**src/rtl/writeback_unit.sv**
```systemverilog
// RV32I writeback stage: accepts retiring instructions, waits for and sizes load data,
// and drives a single-cycle register-file write per instruction that produces a result.
module writeback_unit #(
  parameter int unsigned LOAD_TIMEOUT = 16,
  parameter int unsigned CNT_W        = 32
) (
  input  logic             clk,
  input  logic             rst_n,
  input  logic             ex_valid,
  output logic             ex_ready,
  input  logic [31:0]      ex_instr,
  input  logic [31:0]      ex_result,
  input  logic [31:0]      ex_pc,
  input  logic             mem_rvalid,
  input  logic [31:0]      mem_rdata,
  output logic             RegWrite,
  output logic [31:0]      wb_instr,
  output logic [31:0]      Writedata,
  output logic             load_err,
  output logic [CNT_W-1:0] retired
);

  localparam int unsigned TO_W = $clog2(LOAD_TIMEOUT + 1);

  localparam logic [6:0] OP_REG   = 7'b0110011;
  localparam logic [6:0] OP_IMM   = 7'b0010011;
  localparam logic [6:0] OP_LUI   = 7'b0110111;
  localparam logic [6:0] OP_AUIPC = 7'b0010111;
  localparam logic [6:0] OP_JAL   = 7'b1101111;
  localparam logic [6:0] OP_JALR  = 7'b1100111;
  localparam logic [6:0] OP_LOAD  = 7'b0000011;

  typedef enum logic [0:0] {
    IDLE      = 1'b0,
    WAIT_LOAD = 1'b1
  } state_t;

  state_t          state_q, state_d;
  logic [TO_W-1:0] to_cnt_q;
  logic [31:0]     ld_instr_q;
  logic [1:0]      ld_off_q;

  logic            accept;
  logic [6:0]      opcode;
  logic [2:0]      funct3;
  logic            rd_nz;
  logic            is_load;
  logic            misaligned;
  logic            to_hit;
  logic [31:0]     upper_imm;
  logic            nl_write;
  logic [31:0]     nl_data;

  logic            regwrite_d;
  logic            load_err_d;
  logic [31:0]     wb_instr_d;
  logic [31:0]     writedata_d;

  assign ex_ready  = (state_q == IDLE);
  assign accept    = ex_valid & ex_ready;
  assign opcode    = ex_instr[6:0];
  assign funct3    = ex_instr[14:12];
  assign rd_nz     = |ex_instr[11:7];
  assign is_load   = (opcode == OP_LOAD);
  assign upper_imm = {ex_instr[31:12], 12'b0};
  assign to_hit    = (to_cnt_q == TO_W'(LOAD_TIMEOUT - 1));

  // Extract and extend the addressed byte/halfword from the aligned memory word
  function automatic logic [31:0] size_load(input logic [2:0]  f3,
                                            input logic [1:0]  off,
                                            input logic [31:0] word);
    logic [7:0]  b;
    logic [15:0] h;
    logic [31:0] r;
    b = word[{off, 3'b000} +: 8];
    h = off[1] ? word[31:16] : word[15:0];
    case (f3)
      3'b000:  r = {{24{b[7]}}, b};
      3'b100:  r = {24'b0, b};
      3'b001:  r = {{16{h[15]}}, h};
      3'b101:  r = {16'b0, h};
      default: r = word;
    endcase
    return r;
  endfunction

  always_comb begin
    case (funct3)
      3'b000, 3'b100: misaligned = 1'b0;
      3'b001, 3'b101: misaligned = ex_result[0];
      default:        misaligned = |ex_result[1:0];
    endcase
  end

  // Result select for instructions that complete without memory
  always_comb begin
    nl_write = 1'b0;
    nl_data  = ex_result;
    case (opcode)
      OP_REG, OP_IMM: begin
        nl_write = 1'b1;
        nl_data  = ex_result;
      end
      OP_LUI: begin
        nl_write = 1'b1;
        nl_data  = upper_imm;
      end
      OP_AUIPC: begin
        nl_write = 1'b1;
        nl_data  = ex_pc + upper_imm;
      end
      OP_JAL, OP_JALR: begin
        nl_write = 1'b1;
        nl_data  = ex_pc + 32'd4;
      end
      default: nl_write = 1'b0;
    endcase
  end

  always_ff @(posedge clk or negedge rst_n) begin
    if (!rst_n) state_q <= IDLE;
    else        state_q <= state_d;
  end

  always_comb begin
    state_d = state_q;
    case (state_q)
      IDLE:      if (accept && is_load && !misaligned) state_d = WAIT_LOAD;
      WAIT_LOAD: if (mem_rvalid || to_hit)             state_d = IDLE;
      default:   state_d = IDLE;
    endcase
  end

  // Next values of the registered write-port outputs; data wins over timeout
  always_comb begin
    regwrite_d  = 1'b0;
    load_err_d  = 1'b0;
    wb_instr_d  = wb_instr;
    writedata_d = Writedata;
    case (state_q)
      IDLE: begin
        if (accept) begin
          if (is_load) begin
            load_err_d = misaligned;
          end else if (nl_write && rd_nz) begin
            regwrite_d  = 1'b1;
            wb_instr_d  = ex_instr;
            writedata_d = nl_data;
          end
        end
      end
      WAIT_LOAD: begin
        if (mem_rvalid) begin
          if (|ld_instr_q[11:7]) begin
            regwrite_d  = 1'b1;
            wb_instr_d  = ld_instr_q;
            writedata_d = size_load(ld_instr_q[14:12], ld_off_q, mem_rdata);
          end
        end else if (to_hit) begin
          load_err_d = 1'b1;
        end
      end
      default: regwrite_d = 1'b0;
    endcase
  end

  always_ff @(posedge clk or negedge rst_n) begin
    if (!rst_n) begin
      RegWrite  <= 1'b0;
      wb_instr  <= 32'b0;
      Writedata <= 32'b0;
      load_err  <= 1'b0;
    end else begin
      RegWrite  <= regwrite_d;
      wb_instr  <= wb_instr_d;
      Writedata <= writedata_d;
      load_err  <= load_err_d;
    end
  end

  // Load context, wait counter (zero whenever idle) and retire count
  always_ff @(posedge clk or negedge rst_n) begin
    if (!rst_n) begin
      ld_instr_q <= 32'b0;
      ld_off_q   <= 2'b0;
      to_cnt_q   <= '0;
      retired    <= '0;
    end else begin
      if (accept) begin
        ld_instr_q <= ex_instr;
        ld_off_q   <= ex_result[1:0];
        retired    <= retired + CNT_W'(1);
      end
      if (state_q == WAIT_LOAD) to_cnt_q <= to_cnt_q + TO_W'(1);
      else                      to_cnt_q <= '0;
    end
  end

endmodule

```
**config.mk**
```make
export PLATFORM = sky130hd
export DESIGN_NAME = writeback_unit
export DESIGN_NICKNAME = d
export VERILOG_FILES = /design/src/rtl/writeback_unit.sv
export SDC_FILE = /design/constraint.sdc
export NUM_CORES = 1
export LEC_CHECK = 0
export ABC_AREA = 1
export BUFFER_PORTS_ARGS = -buffer_cell sky130_fd_sc_hd__buf_2
export CORE_MARGIN = 1
export CORE_UTILIZATION = 50
export DETAILED_ROUTE_END_ITERATION = 7
export GPL_ROUTABILITY_DRIVEN = 1
export PLACE_DENSITY = 0.75
export SLEW_MARGIN = 25
export SYNTH_ARGS = -nofsm -noshare
export SYNTH_HDL_FRONTEND = slang
export SYNTH_SLANG_ARGS = --single-unit
```
**constraint.sdc**
```tcl
create_clock -name clk -period 2.3 [get_ports clk]
set_input_delay 0.23 -clock clk [delete_from_list [all_inputs] [get_ports clk]]
set_output_delay 0.23 -clock clk [all_outputs]
set_load 0.01 [all_outputs]
```
After elaboration in Yosys (flattened, before gate mapping)

Index checks and enable logic that the tools add are counted.

Add/sub/neg operators: 4
Equal/unequal tests: 19
Shift-type cells: 1
Mux-type cells: 32
Bitwise operators: 2
Reduce and logical (&&, ||, !) cells: 15

Operators by type and width:

| kind                  | number |
|---|---|
| $mux 32               | 10 |
| $pmux 32 s2           | 2 |
| $pmux 32 s4           | 1 |
| $pmux 32 s3           | 1 |
| $add 32x1->32 const B | 1 |
| $add 32x3->32 const B | 1 |
| $add 32x32->32        | 1 |
| $shiftx 32x6->8       | 1 |
| $mux 16               | 1 |
| $eq 7x5->1 const B    | 2 |
| $eq 7x6->1 const B    | 2 |
| $eq 7x7->1 const B    | 2 |
| $eq 3x3->1 const B    | 4 |
| $mux 1                | 12 |
| $reduce_or 5->1       | 2 |
| $pmux 1 s2            | 4 |
| $reduce_or 2->1       | 4 |
| $eq 7x2->1 const B    | 1 |
| $eq 3x1->1 const B    | 2 |
| $logic_not 3->1       | 2 |
| $ne 2x1->1 const B    | 3 |
| $reduce_or 6->1       | 1 |
| $add 5x1->5 const B   | 1 |
| $eq 5x4->1 const B    | 1 |
| 8 further kinds       | 11 |

Register bits: 138
Input bits: 132
Logic and storage cells: 82

Depth between registers and ports, before layout

Gate-level depths: netlist (run 1).

Word-level depth: 8
Depth in mapped cells: 14
Gate-level depth less buffers: 14

Least setup slack after synthesis (run 1)

Ideal clock, no wire load.

Kind: flip-flop to flip-flop
Start: reg retired[0]
End: reg retired[26]
Library setup time: 118 ps
Arrival time: 1629 ps
Data required time: 2182 ps
Slack: 553 ps
Stages on the path, launching flop included: 9
Path buffers: 0
Period minus slack after synthesis: 1747 ps
Cells stage by stage: dfrtp_1 ha_1 nand3_1 nor3_2 nand2_1 nor4_2 nand4_1 xor2_1 inv_1

Longest elaborated chain between the ends: 1

RTL lines:

| item                   | line | source |
|---|---|---|
| from (decl)            | 20   | `output logic [CNT_W-1:0] retired` |
| from (signal assigned) | 192  | `retired <= retired + CNT_W'(1);` |
| $add 32x1->32          | 192  |  |

Every way passes these cells.
A chain may end at the register's enable or synchronous reset.

Final worst setup path (run 1)

Start: reg state_q
End: out ex_ready

Longest elaborated chain between the ends: 1

RTL lines:

| item                   | line | source |
|---|---|---|
| from (decl)            | 38   | `state_t state_q, state_d;` |
| from (signal assigned) | 122  | `else state_q <= state_d;` |
| $not 1->1              | -    |  |
| to (decl)              | 10   | `output logic ex_ready,` |

Every way passes these cells.

==> impl_metrics.toml, run 1 <==
[clocking]
clkTransAtPathRegs_ps = 60
h-tree-depth = 4
cts_buffer_depth = 2
cts_root_buf = "clkbuf_16"
cts_setup_buffers = 0
cts.sinks = 138
clkLatencyLatePin_ps = 440
cts_buffers = 17
cts_tree = "done"
cts_resized = 0

[final_layout]
nets = 1814
final_core_util = 0.6340
drive_above_1_share = 0.1939
final_cells = 1900
layout_commonest_cell = "nand2_1"
layout_common_cells = "421 x nand2_1, 229 x buf_2, 176 x nor2_1, 158 x inv_1, 138 x dfrtp_1"
n_antenna_cell = 0
fillerInstances = 1728
synthToLayoutAreaGrowth_pct = 22.22

[timing]
finClkSkew_ps = 12.94
holdWs_ps = 24.87
timing.fmax_mhz = 460.8
fin_crit_sh = 0.9435
rsz0062_at_grt = "no"
slew_headroom = 0.6561
slew_viol_final = 0
hold_viol = 0
period_needed_ps = 2170
tightest_slew_ps = 515.3
fin_setup_tns_ps = 0
setup_violations = 0

[placed_design]
dp_hpwl_um = 26780
dp.cells = 1867
place.gp.congestion = 1.003
port_buffers = 230

[critical_path]
cp_top_family = "buffers and inverters"
cpMaxStageDelayCell = "buf_4"
cp.arrival_ps = 1940
cp-start-kind = "flop"
cp.required_ps = 2070
endpoint_kind = "output pin"
cp_num_buf_inv = 4
max_stage_delay_ps = 470
r2r_start = "ld_off_q[1]"
cp_max_fo = 39
startpoint = "state_q"
worstPathCellList = "inv_2, buf_4, buf_4, buf_2"
crit_top_cell = "buf_4"
crit_type = "flop to output pin"

[synth]
synth_nets = 1573
netlist_area_um2 = 9477
synth-seq-cells = 138
synthCells = 1417
syn_area_per_cell_um2 = 6.688
yosys_warnings = 0
yosysSeqAreaShare = 0.3644
synth_cell_types = 44

[detailed_routing]
ant_nets = 0
drc_errors = 0
routed-via-count = 10443
routed_wl_um = 33780
drt_iter0_drc = 975
viasPerCell = 5.496
drtPass1Iterations = 5
route.detailed.wl_per_inst_um = 17.78

[pwr]
power.switching_mw = 2.803
powerDensity_nw_per_um2 = 689.7
p_leak_nw = 6.073
pwr-share-comb = 0.264
p_int_mw = 5.185
vdd.ir_drop.worst_mv = 0.5402
p_seq_frac = 0.404
sw_frac_of_total = 0.3509
clkPwrFrac = 0.332

[die]
die_area_um2 = 19510
boundaryPins = 231
start_util = 0.5187
num_rows = 49
fp.dieH_um = 139.7
coreArea_um2 = 18270
die_w_um = 139.7

[run]
cap_violations = 0

[grt]
grt_pass1_vias = 9758
grt_max_degree = 53
overflow = 0
antenna_found_initial = 0
grt_first_pass_wirelength_um = 52640
track_usage = 0.3511

[outcome]
status = "complete, no violations"

[hold_path]
hold_class = "input pin to flop"
hold_path_startpoint = "mem_rvalid"
-- worst paths after layout --
| path | to | slack (ps) | cells past startpoint |
|---|---|---|---|
| worst max-delay path | ex_ready | 130 | 4 |
| worst min-delay path | state_q | 20 | 2 |
| worst min register to register | to_cnt_q[0] | 460 | 1 |
| worst max register to register | Writedata[22] | 200 | 9 |
| max in group asynchronous | ld_instr_q[22] | 1250 | 3 |
| min in group asynchronous | retired[9] | 310 | 2 |
-- flip-flops by register name, summed over array words and instances, names as in the netlist --
| name | flops |
|---|---|
| RegWrite | 1 |
| Writedata | 32 |
| ld_instr_q | 32 |
| ld_off_q | 2 |
| load_err | 1 |
| retired | 32 |
| state_q | 1 |
| to_cnt_q | 5 |
| wb_instr | 32 |
-- cell type report --
type	count	area, um^2	share of cell area
timing repair buffer	269	1503	0.1297
clock buffer	20	446.7	0.03857
tap	229	286.5	0.02474
inverter	165	619.3	0.05347
sequential	138	3453	0.2982
multi-input combinational	1067	5167	0.4461
clock inverter	12	106.4	0.009182
-- metal layers --
metal,share of wire,wire length [um],track usage
met1,0.43,14490,0.4679
met2,0.46,15570,0.5625
met3,0.072,2442,0.05678
met4,0.038,1280,0.1573
met5,0,0,0
-- power groups by stage --
stage               Combinational (mW)  Sequential (mW)  Clock [mW]
global route                      2.34             3.28        2.74
global placement                  2.06             3.26           0
CTS                               2.11             3.23        2.67
detailed placement                2.10             3.26           0
finish                            2.11             3.23        2.65
floorplan                        0.953             3.40           0
-- cell families (layout without fill, tap and decap cells) --
kind of cell / Yosys count / in the layout / synth area share
AND/OR/NAND/NOR: 752 / 752 / 0.3282
AO/OA/AOI/OAI: 251 / 251 / 0.1468
buffers and inverters: 212 / 466 / 0.09110
flip-flops: 138 / 138 / 0.3644
XOR/XNOR: 40 / 40 / 0.03697
adder cells (fa/ha/maj): 24 / 24 / 0.03248
-- timing repair --
| item | 4_1_cts | 5_1_grt |
|---|---|---|
| hold buffers | 1 | 0 |
| hold endpoints to repair | 49 | 0 |
| setup endpoints to repair | 0 | 0 |
-- synthesized netlist by cell type (all sizes together) --
cell | number | area [um^2]
a32oi | 1 | 8.760
nor3 | 18 | 100.1
or2 | 7 | 43.79
o32ai | 1 | 8.760
o21ai | 115 | 579.3
o2111ai | 5 | 43.79
a211oi | 2 | 15.01
nor4 | 5 | 37.53
clkinv | 3 | 11.26
o221ai | 1 | 8.760
o211ai | 7 | 57.55
inv | 162 | 608.1
a21oi | 71 | 355.3
fa | 1 | 20.02
a211o | 1 | 8.760
nand3 | 90 | 460.4
nand3b | 9 | 67.56
nand2 | 425 | 1603
buf | 25 | 161.4
nand4 | 18 | 112.6
a21o | 3 | 22.52
a22oi | 1 | 7.510
xnor2 | 24 | 210.2
xor2 | 16 | 140.1
o21bai | 4 | 30.03
ha | 23 | 287.8
nor2 | 180 | 685.7
dfrtp | 138 | 3453
o22ai | 1 | 6.260
clkbuf | 22 | 82.58
o21a | 1 | 7.510
a31oi | 37 | 231.5
-- metrics by stage --
step	worst slack [ps]	power, mW	cell area, um^2
global placement	119.9	5.318	11020
detailed placement	89.43	5.361	11020
finish	129.9	7.989	11580
CTS	123.4	7.998	11580
floorplan	552.7	4.351	9477
global route	30.88	8.362	11580
(Power assumes the default switching activity.)
==> run 2, diff against run 1 <==
ABC_AREA = not set   (was 1)
PLACE_DENSITY = 0.76   (was 0.75)
==> impl_metrics.toml, run 2 <==
[detailed_routing]
viasPerCell = 6.056
route.detailed.wl_per_inst_um = 21.00
routed-via-count = 9339
routed_wl_um = 32380
drt_iter0_drc = 929
ant_nets = 0
drtPass1Iterations = 6
drc_errors = 0

[critical_path]
rrSetupSlack_ps = 80
cp.arrival_ps = 2540
cp-start-kind = "flop"
r2r_start = "ld_off_q[1]"
endpoint_kind = "flop"
cp.required_ps = 2620
startpoint = "ld_off_q[1]"
cp_max_fo = 5
cp-endpoint = "Writedata[27]"
rr_worst_depth = 7
r2r_end = "Writedata[27]"
crit_type = "flop to flop"

[synth]
synthAdderAreaFrac = 0.03572
async_flop_share = 1.000
netlist_area_um2 = 8616
synth_top_family_by_area = "simple AND/OR/NAND/NOR gates"
synthCells = 1023
synth_common_cells = "186 x nand2_1, 138 x dfrtp_1, 102 x nor2_1"
muxShareOfSynthArea = 0.05417
synth_cell_types = 67
synth_xor_area_frac = 0.06506
synthTopCellsByArea = "dfrtp_1 40%, nand2_1 8.1%, a21oi_1 4.9%"
yosysSeqAreaShare = 0.4008
synth_edf_count = 0
synth_largest_area_cell = "dfrtp_1"
synth_compound_area_frac = 0.1974
syn_area_per_cell_um2 = 8.422
synth-seq-cells = 138
synth_most_common_cell = "nand2_1"
synth-simple-area-share = 0.2125
synth_top_area_share = 0.4008
synth_ff_type = "dfrtp_1"
yosys_warnings = 0
synth_nets = 1179

[clocking]
h-tree-depth = 4
cts_setup_buffers = 0
cts_buffers = 17
cts_tree = "done"
cts_root_buf = "clkbuf_16"
clkLatencyLatePin_ps = 440
clkTransAtPathRegs_ps = 70
cts.sinks = 138
cts_buffer_depth = 2

[timing]
layout_setup_ws_ps = 79.94
period_needed_ps = 2220
slew_headroom = 0.5623
fin_crit_sh = 0.9652
rsz0062_at_grt = "no"
hold_viol = 0
tightest_slew_ps = 656.6
fin_setup_tns_ps = 0
timing.fmax_mhz = 450.4
finClkSkew_ps = 8.015
holdWs_ps = 9.609
slew_viol_final = 0
setup_violations = 0

[final_layout]
synthToLayoutAreaGrowth_pct = 30.66
fillerInstances = 1388
layout_common_cells = "229 x buf_2, 186 x nand2_1, 137 x dfrtp_1, 102 x nor2_1"
nets = 1464
regArea_um2 = 3455
layout_commonest_cell = "buf_2"
drive_above_1_share = 0.2816
multi_input_area_um2 = 4882
final_cells = 1542

[die]
fp.dieH_um = 133.3
coreArea_um2 = 16700
boundaryPins = 231
num_rows = 47
die_area_um2 = 17760
die_w_um = 133.3
start_util = 0.5159

[placed_design]
dp.cells = 1507
place.gp.congestion = 0.9848
place_ws_ps = -213.2
port_buffers = 230
dp_hpwl_um = 24370

[grt]
overflow = 0
grt_max_degree = 80
grt_first_pass_wirelength_um = 49200
grt_pass1_vias = 8851
antenna_found_initial = 2
track_usage = 0.3657

[hold_path]
hold_path_startpoint = "ex_instr[8]"
hold_class = "input pin to flop"

[outcome]
status = "complete, no violations"

[pwr]
powerDensity_nw_per_um2 = 735.8
p_leak_nw = 5.304
vdd.ir_drop.worst_mv = 0.6174

[run]
cap_violations = 0
-- run 2: cell count changes in the layout (fill, tap and decap cells not counted), sizes merged, moves of 20 or more --
| cell | delta |
|---|---|
| a31oi | -25 |
| buf | +53 |
| inv | -143 |
| mux2i | +41 |
| nand2 | -239 |
| nand3 | -58 |
| nor2 | -78 |
| o21ai | -59 |
| xnor2 | +20 |
-- run 2: worst max-delay path, cell delays in order, from the launching register on --
cell and delay [ps]:
dfrtp_1 370, mux4_2 560, o2111ai_2 260, buf_4 180
and2_1 260, o21ai_0 120, a221oi_1 240, o22ai_1 110
-- run 2: report_power, final --
part	switching, mW	internal, mW
Clock	1.29	1.66
Combinational	1.20	0.936
Sequential	0.330	2.87
Total	2.82	5.46
-- run 2: cell families (layout without fill, tap and decap cells) --
| kind of cell | after synthesis | after routing |
|---|---|---|
| AOI/OAI and AO/OA | 266 | 266 |
| xor gates and xnor gates | 64 | 64 |
| adders and majority gates | 24 | 24 |
| buffers and inverters | 74 | 372 |
| DFF | 138 | 138 |
| muxes | 45 | 45 |
| other | 0 | 1 |
| and+or+nand+nor | 412 | 412 |
-- run 2: area by class of cell --
| type | count | area share |
|---|---|---|
| Clock inverter | 15 | 0.01723 |
| Timing Repair Buffer | 323 | 0.1739 |
| Multi-Input combinational cell | 811 | 0.4337 |
| Antenna cell | 1 | 0.0002223 |
| Sequential cell | 138 | 0.3069 |
| Clock buffer | 17 | 0.03779 |
| Inverter | 17 | 0.005780 |
| Tap cell | 220 | 0.02445 |
-- run 2: routing by layer --
| layer | routed length [um] | up-vias | track usage | share of wire |
|---|---|---|---|---|
| li1 | - | 4251 | - | - |
| met1 | 13000 | 4390 | 0.4926 | 0.40 |
| met2 | 14170 | 579 | 0.5440 | 0.44 |
| met3 | 3548 | 117 | 0.08600 | 0.11 |
| met4 | 1645 | 2 | 0.1982 | 0.051 |
| met5 | 13 | - | 0 | 0.00040 |
-- run 2: stage by stage --
| step | cell area, um^2 | utilization | total power [mW] |
|---|---|---|---|
| finish | 11260 | 0.6740 | 8.283 |
| global route | 11250 | 0.6739 | 8.624 |
| CTS | 11220 | 0.6716 | 8.278 |
| detailed placement | 10590 | 0.6340 | 5.339 |
| global placement | 10590 | 0.6340 | 5.296 |
| floorplan | 8622 | - | 4.269 |
-- run 2: how the worst min path moves through the flow --
stage	end	cells past startpoint
2_1_floorplan	RegWrite	0
6_report	ld_instr_q[8]	3
3_3_place_gp	Writedata[19]	1
4_1_cts	ld_instr_q[8]	3
3_5_place_dp	Writedata[19]	1
5_1_grt	ld_instr_q[8]	3
-- run 2: timing repair --
| action | in CTS | in global routing |
|---|---|---|
| endpoints found under the hold margin | 46 | 0 |
| hold buffers | 1 | 0 |
| endpoints found under the setup margin | 0 | 2 |
| gates resized for setup | 0 | 2 |
